==> config.mk <==
export PLATFORM = sky130hd
export DESIGN_NAME = uart_line_editor
export DESIGN_NICKNAME = d
export VERILOG_FILES = /design/src/rtl/uart_line_editor.sv
export SDC_FILE = /design/constraint.sdc
export NUM_CORES = 1
export LEC_CHECK = 0
export ABC_CLOCK_PERIOD_IN_PS = 4000
export BUFFER_PORTS_ARGS = -buffer_cell sky130_fd_sc_hd__buf_2
export CAP_MARGIN = 30
export CORE_UTILIZATION = 60
export DETAILED_ROUTE_END_ITERATION = 12
export PLACE_DENSITY_LB_ADDON = 0.1
export SLEW_MARGIN = 20
export SYNTH_ARGS = -nofsm -noshare
export SYNTH_HDL_FRONTEND = slang
export SYNTH_SLANG_ARGS = --single-unit
==> constraint.sdc <==
create_clock -name clk_i -period 4 [get_ports clk_i]
set_clock_uncertainty 0.2 [all_clocks]
set_input_delay 1 -clock clk_i [delete_from_list [all_inputs] [get_ports clk_i]]
set_output_delay 1 -clock clk_i [all_outputs]
set_load 0.01 [all_outputs]
==> src/rtl/uart_line_editor.sv <==
// Line editor between uart_rx and the command consumer: keeps an editable line buffer, echoes
// terminal feedback one byte per cycle, and streams completed lines out over valid/ready.
module uart_line_editor #(
  parameter int unsigned LINE_MAX = 32
) (
  input  logic       clk_i,
  input  logic       rst_ni,
  input  logic [7:0] rx_byte_i,
  input  logic       rx_valid_i,
  output logic [7:0] echo_data_o,
  output logic       echo_valid_o,
  output logic [7:0] line_data_o,
  output logic       line_valid_o,
  output logic       line_last_o,
  input  logic       line_ready_i,
  output logic [6:0] line_len_o,
  output logic       rx_dropped_o
);

  localparam int unsigned IdxW   = $clog2(LINE_MAX);
  localparam logic [6:0]  LenMax = 7'(LINE_MAX);

  typedef enum logic [1:0] {StEdit, StEcho, StDrain} state_e;

  state_e          state_q, state_d;
  logic [7:0]      line_buf_q [LINE_MAX];
  logic [6:0]      len_q, len_d;
  logic [6:0]      rd_idx_q, rd_idx_d;
  logic [2:0][7:0] echo_seq_q, echo_seq_d;
  logic [1:0]      echo_idx_q, echo_idx_d;
  logic [1:0]      echo_last_q, echo_last_d;
  logic            drain_pend_q, drain_pend_d;
  logic            skid_valid_q, skid_valid_d;
  logic [7:0]      skid_byte_q, skid_byte_d;
  logic            dropped_q, dropped_d;

  logic       proc_valid;
  logic [7:0] cur_byte;
  logic       is_print, is_bs, is_cr;
  logic       len_zero, len_full;
  logic       start_echo, echo_done, drain_xfer, drain_done, buf_we;

  // A pending skid byte always takes priority over a fresh arrival in EDIT.
  always_comb begin
    proc_valid = 1'b0;
    cur_byte   = rx_byte_i;
    if (state_q == StEdit) begin
      if (skid_valid_q) begin
        proc_valid = 1'b1;
        cur_byte   = skid_byte_q;
      end else if (rx_valid_i) begin
        proc_valid = 1'b1;
      end
    end
  end

  assign is_print   = (cur_byte >= 8'h20) && (cur_byte <= 8'h7e);
  assign is_bs      = (cur_byte == 8'h08) || (cur_byte == 8'h7f);
  assign is_cr      = (cur_byte == 8'h0d);
  assign len_zero   = (len_q == 7'd0);
  assign len_full   = (len_q >= LenMax);
  assign start_echo = proc_valid && (is_print || is_cr || (is_bs && !len_zero));
  assign echo_done  = (state_q == StEcho) && (echo_idx_q == echo_last_q);
  assign drain_xfer = (state_q == StDrain) && line_ready_i;
  assign drain_done = drain_xfer && (rd_idx_q == len_q - 7'd1);
  assign buf_we     = proc_valid && is_print && !len_full;

  always_ff @(posedge clk_i or negedge rst_ni) begin
    if (!rst_ni) begin
      state_q <= StEdit;
    end else begin
      state_q <= state_d;
    end
  end

  always_comb begin
    state_d = state_q;
    unique case (state_q)
      StEdit:  if (start_echo) state_d = StEcho;
      StEcho:  if (echo_done) state_d = drain_pend_q ? StDrain : StEdit;
      StDrain: if (drain_done) state_d = StEdit;
      default: state_d = StEdit;
    endcase
  end

  always_comb begin
    len_d        = len_q;
    rd_idx_d     = rd_idx_q;
    echo_seq_d   = echo_seq_q;
    echo_idx_d   = echo_idx_q;
    echo_last_d  = echo_last_q;
    drain_pend_d = drain_pend_q;
    skid_valid_d = skid_valid_q;
    skid_byte_d  = skid_byte_q;
    dropped_d    = 1'b0;
    unique case (state_q)
      StEdit: begin
        if (skid_valid_q) begin
          skid_valid_d = rx_valid_i;
          skid_byte_d  = rx_byte_i;
        end
        if (start_echo) begin
          echo_idx_d   = 2'd0;
          drain_pend_d = 1'b0;
          if (is_print) begin
            echo_seq_d  = {16'h0000, (len_full ? 8'h07 : cur_byte)};
            echo_last_d = 2'd0;
            if (!len_full) len_d = len_q + 7'd1;
          end else if (is_bs) begin
            echo_seq_d  = {8'h08, 8'h20, 8'h08};
            echo_last_d = 2'd2;
            len_d       = len_q - 7'd1;
          end else begin
            echo_seq_d   = {8'h00, 8'h0a, 8'h0d};
            echo_last_d  = 2'd1;
            drain_pend_d = !len_zero;
          end
        end
      end
      StEcho: begin
        if (rx_valid_i) begin
          if (skid_valid_q) begin
            dropped_d = 1'b1;
          end else begin
            skid_valid_d = 1'b1;
            skid_byte_d  = rx_byte_i;
          end
        end
        if (echo_done) begin
          rd_idx_d = 7'd0;
        end else begin
          echo_idx_d = echo_idx_q + 2'd1;
        end
      end
      StDrain: begin
        // The skid byte is kept across the drain and handled once editing resumes.
        dropped_d = rx_valid_i;
        if (drain_xfer) begin
          if (drain_done) begin
            len_d = 7'd0;
          end else begin
            rd_idx_d = rd_idx_q + 7'd1;
          end
        end
      end
      default: ;
    endcase
  end

  always_ff @(posedge clk_i or negedge rst_ni) begin
    if (!rst_ni) begin
      len_q        <= 7'd0;
      rd_idx_q     <= 7'd0;
      echo_seq_q   <= '0;
      echo_idx_q   <= 2'd0;
      echo_last_q  <= 2'd0;
      drain_pend_q <= 1'b0;
      skid_valid_q <= 1'b0;
      skid_byte_q  <= 8'h00;
      dropped_q    <= 1'b0;
    end else begin
      len_q        <= len_d;
      rd_idx_q     <= rd_idx_d;
      echo_seq_q   <= echo_seq_d;
      echo_idx_q   <= echo_idx_d;
      echo_last_q  <= echo_last_d;
      drain_pend_q <= drain_pend_d;
      skid_valid_q <= skid_valid_d;
      skid_byte_q  <= skid_byte_d;
      dropped_q    <= dropped_d;
    end
  end

  // Contents beyond len_q are never observed, so the buffer needs no reset.
  always_ff @(posedge clk_i) begin
    if (buf_we) line_buf_q[len_q[IdxW-1:0]] <= cur_byte;
  end

  always_comb begin
    echo_valid_o = 1'b0;
    echo_data_o  = 8'h00;
    line_valid_o = 1'b0;
    line_data_o  = 8'h00;
    line_last_o  = 1'b0;
    if (state_q == StEcho) begin
      echo_valid_o = 1'b1;
      echo_data_o  = echo_seq_q[echo_idx_q];
    end
    if (state_q == StDrain) begin
      line_valid_o = 1'b1;
      line_data_o  = line_buf_q[rd_idx_q[IdxW-1:0]];
      line_last_o  = (rd_idx_q == len_q - 7'd1);
    end
  end

  assign line_len_o   = len_q;
  assign rx_dropped_o = dropped_q;

endmodule

==> results.txt <==
Vias in the first global route: 7,507
Period minus WS final: 4.012 ns
GRT overflow: 0
Layout area overhead: 15.73%
Int Power: 6.585 mW
Sequential Power Share: 0.422
Hold Buf Count CTS: 0
Antenna violation net count after detailed routing: 0
Hpwl dp: 18,330 um
Commonest register cell after synthesis: edfxtp_1
Reg clk slew, reported paths: 0.06 ns
Antenna violations before repair: 0
Largest net degree at the start of global routing: 40
Finish-stage setup viols: 3
Buffer depth of the longest clock path: 3
MaxCap Viol Count: 0
H-tree depth: 1
Rows: 52
Clk sinks: 295
WHS: 0.1078 ns
Final Hold Viols: 0
Failing checks: setup timing
Fmax: 249.2 MHz
Part of the Yosys area used for sequential elements: 0.6807
Chip height: 147.6 um
Critical path capture point type: output pin
Starting density of the core: 0.6210
Die Wd: 147.6 um
Syn_nets: 766
Leak: 5.008 nW
CTS tree: built
Nets: 869
Worst setup margin: -0.01232 ns
WL final: 29,220 um
Clock Latency Late Sink: 0.55 ns
WS Path Type: reg -> out
Initial DRC count: 650
Netlist cell types: 66
Endpoint required time on the critical path: 2.80 ns
Avg Cell Area, Syn: 17.11 sq um
Slew Viols, Final: 0
Fillers: 1,225
Pre-CTS setup slack: 0.4487 ns
Worst Tran Pin Value: 0.5283 ns
Async SR Flop Fraction: 0.1322
TritonRoute pass-1 iters: 5
Total GRT Usage: 0.2845
CTS Buf Count: 30
# diodes: 0
RSZ-0062 raised after global routing: true
PortBufs: 38
Clock share of power: 0.281
Critical Path Fanout Max: 8
Max-slew headroom: 0.6478
Via Count: 7,361
Clk root buf: clkbuf_16
Number of synthesized flops with an enable pin: 256
Outcome: finished, violations left
DRC Markers: 0
CORE AREA: 20,490 sq um
Num ports: 39
Hold Path Class: in -> async
Final Cycle Share: 1.003
GPL Wtd Cong: 0.8265
WL/cell: 25.66 um
Worst Setup Start Kind: register
Worst Path Arrival: 2.81 ns
Layout cells sized above 1: 0.3049
Gate power share: 0.297
VDD IR max: 512.2 uV
Die area: 21,800 sq um
Synth Cell Area: 12,730 sq um
Area of the multi-input gates: 3837 sq um
PD cells: 643.9 nW/um^2
Reg area: 8672 sq um
First-pass GRT wire length: 45,230 um
Switching power: 2.900 mW
Yosys reg bits: 295
Ys Warns: 0
Mapped Cells: 744
Vias per cell: 6.463
Switching part of the total: 0.3057
==> layer usage <==
layer  wire [um]  track usage  part of all wire  up-vias
li1            -            -                 -     3184
met1       11810       0.3908              0.40     3834
met2       14870       0.4814              0.51      306
met4         513      0.06495             0.018        0
met5           0            0                 0        -
met3        2030      0.05000             0.069       37
==> power groups by stage <==
stage | combinational [mW] | sequential [mW] | clock, mW
5_1_grt | 3.03 | 4.02 | 2.81
3_3_place_gp | 2.50 | 4.08 | 0
4_1_cts | 2.83 | 4.00 | 2.70
3_5_place_dp | 2.59 | 4.09 | 0
2_1_floorplan | 1.81 | 4.00 | 0
6_report | 2.82 | 4.00 | 2.66
==> synthesized netlist by cell type, drive strengths merged, types with 12 or more instances <==
cell type  count  area share
buf           16      0.0070
clkbuf        24      0.0071
dfrtp         39       0.077
edfxtp       256        0.60
inv           16      0.0047
mux2          15       0.014
mux2i         13       0.010
mux4          80        0.14
nand2         54       0.016
nand3         20      0.0079
nor2          52       0.015
o211ai        12      0.0075
o21ai         20      0.0082
==> flip-flops by register name (all words and copies together) (netlist names) <==
signal / flops
rx_dropped_o: 1
echo_last_q: 2
drain_pend_q: 1
skid_byte_q: 8
echo_idx_q: 2
line_len_o: 7
skid_valid_q: 1
rd_idx_q: 7
echo_seq_q: 8
line_buf_q: 256
state_q: 2
==> metrics by stage <==
step | power [mW] | utilization | instances | TNS (ns) | instance area [sq um]
global placement | 6.574 | 0.6632 | 1075 | 0 | 13590
global route | 9.873 | 0.7187 | 1139 | -0.3925 | 14730
floorplan | 5.814 | - | 744 | 0 | 12730
finish | 9.485 | 0.7187 | 1139 | -0.02299 | 14730
detailed placement | 6.675 | 0.6632 | 1075 | 0 | 13590
CTS | 9.530 | 0.7176 | 1138 | -0.1609 | 14710
==> what timing repair did <==
item,in CTS,in global routing
setup buffers,7,0
gates cloned,2,0
resized for setup,8,3
setup endpoints to repair,8,9
==> cell usage in the layout (no fill, tap or decap), types with 8 or more instances in the layout <==
cell type  count
nor2_1        52
buf_4         61
ha_1          10
buf_2         38
dfrtp_1       36
o211ai_1      11
mux4_2        80
edfxtp_1     256
inv_1         15
nor2b_1        9
nand2_1       53
a21oi_1        9
o21ai_0       16
clkbuf_16     31
mux2_2        14
mux2i_1       11
and2_1         8
nand3_1       20
==> cells by family after synthesis <==
logic type                 Yosys count  share of synthesized area
DFF                                295                     0.6807
xor gates and xnor gates            11                   0.007570
muxes                              108                     0.1654
adders and majority gates           10                   0.009831
and+or+nand+nor                    183                    0.07010
AOI/OAI and AO/OA                   80                    0.04739
buffers and inverters               57                    0.01907
==> worst max-delay path: stages (launching register included) <==
cell,delay (ns)
dfrtp_4,0.50
buf_4,0.16
bufbuf_16,0.28
mux4_2,0.45
mux4_2,0.48
mux2i_1,0.18
nor2b_1,0.07
buf_2,0.14
==> path summary, 6_finish.rpt <==
check / start / to / slack [ns] / cells after the start
setup reg to reg: state_q[1] / line_buf_q[7][6] / 0.36 / 11
setup / recovery: rd_idx_q[0] / line_data_o[1] / -0.01 / 7
max in group asynchronous: rst_ni / rd_idx_q[0] / 3.02 / 2
min in group clk_i: echo_seq_q[7] / echo_seq_q[7] / 0.28 / 1
hold / removal: rst_ni / echo_seq_q[7] / 0.11 / 1
hold reg to reg: echo_seq_q[7] / echo_seq_q[7] / 0.28 / 1
==> layout make-up <==
class,count,share of cell area
Sequential cell,295,0.5888
Multi-Input combinational cell,392,0.2605
Timing Repair Buffer,111,0.05929
Clock buffer,37,0.05420
Tap cell,270,0.02294
Clock inverter,17,0.009939
Inverter,17,0.004332
No activity file was read; power rests on OpenSTA's default activity.
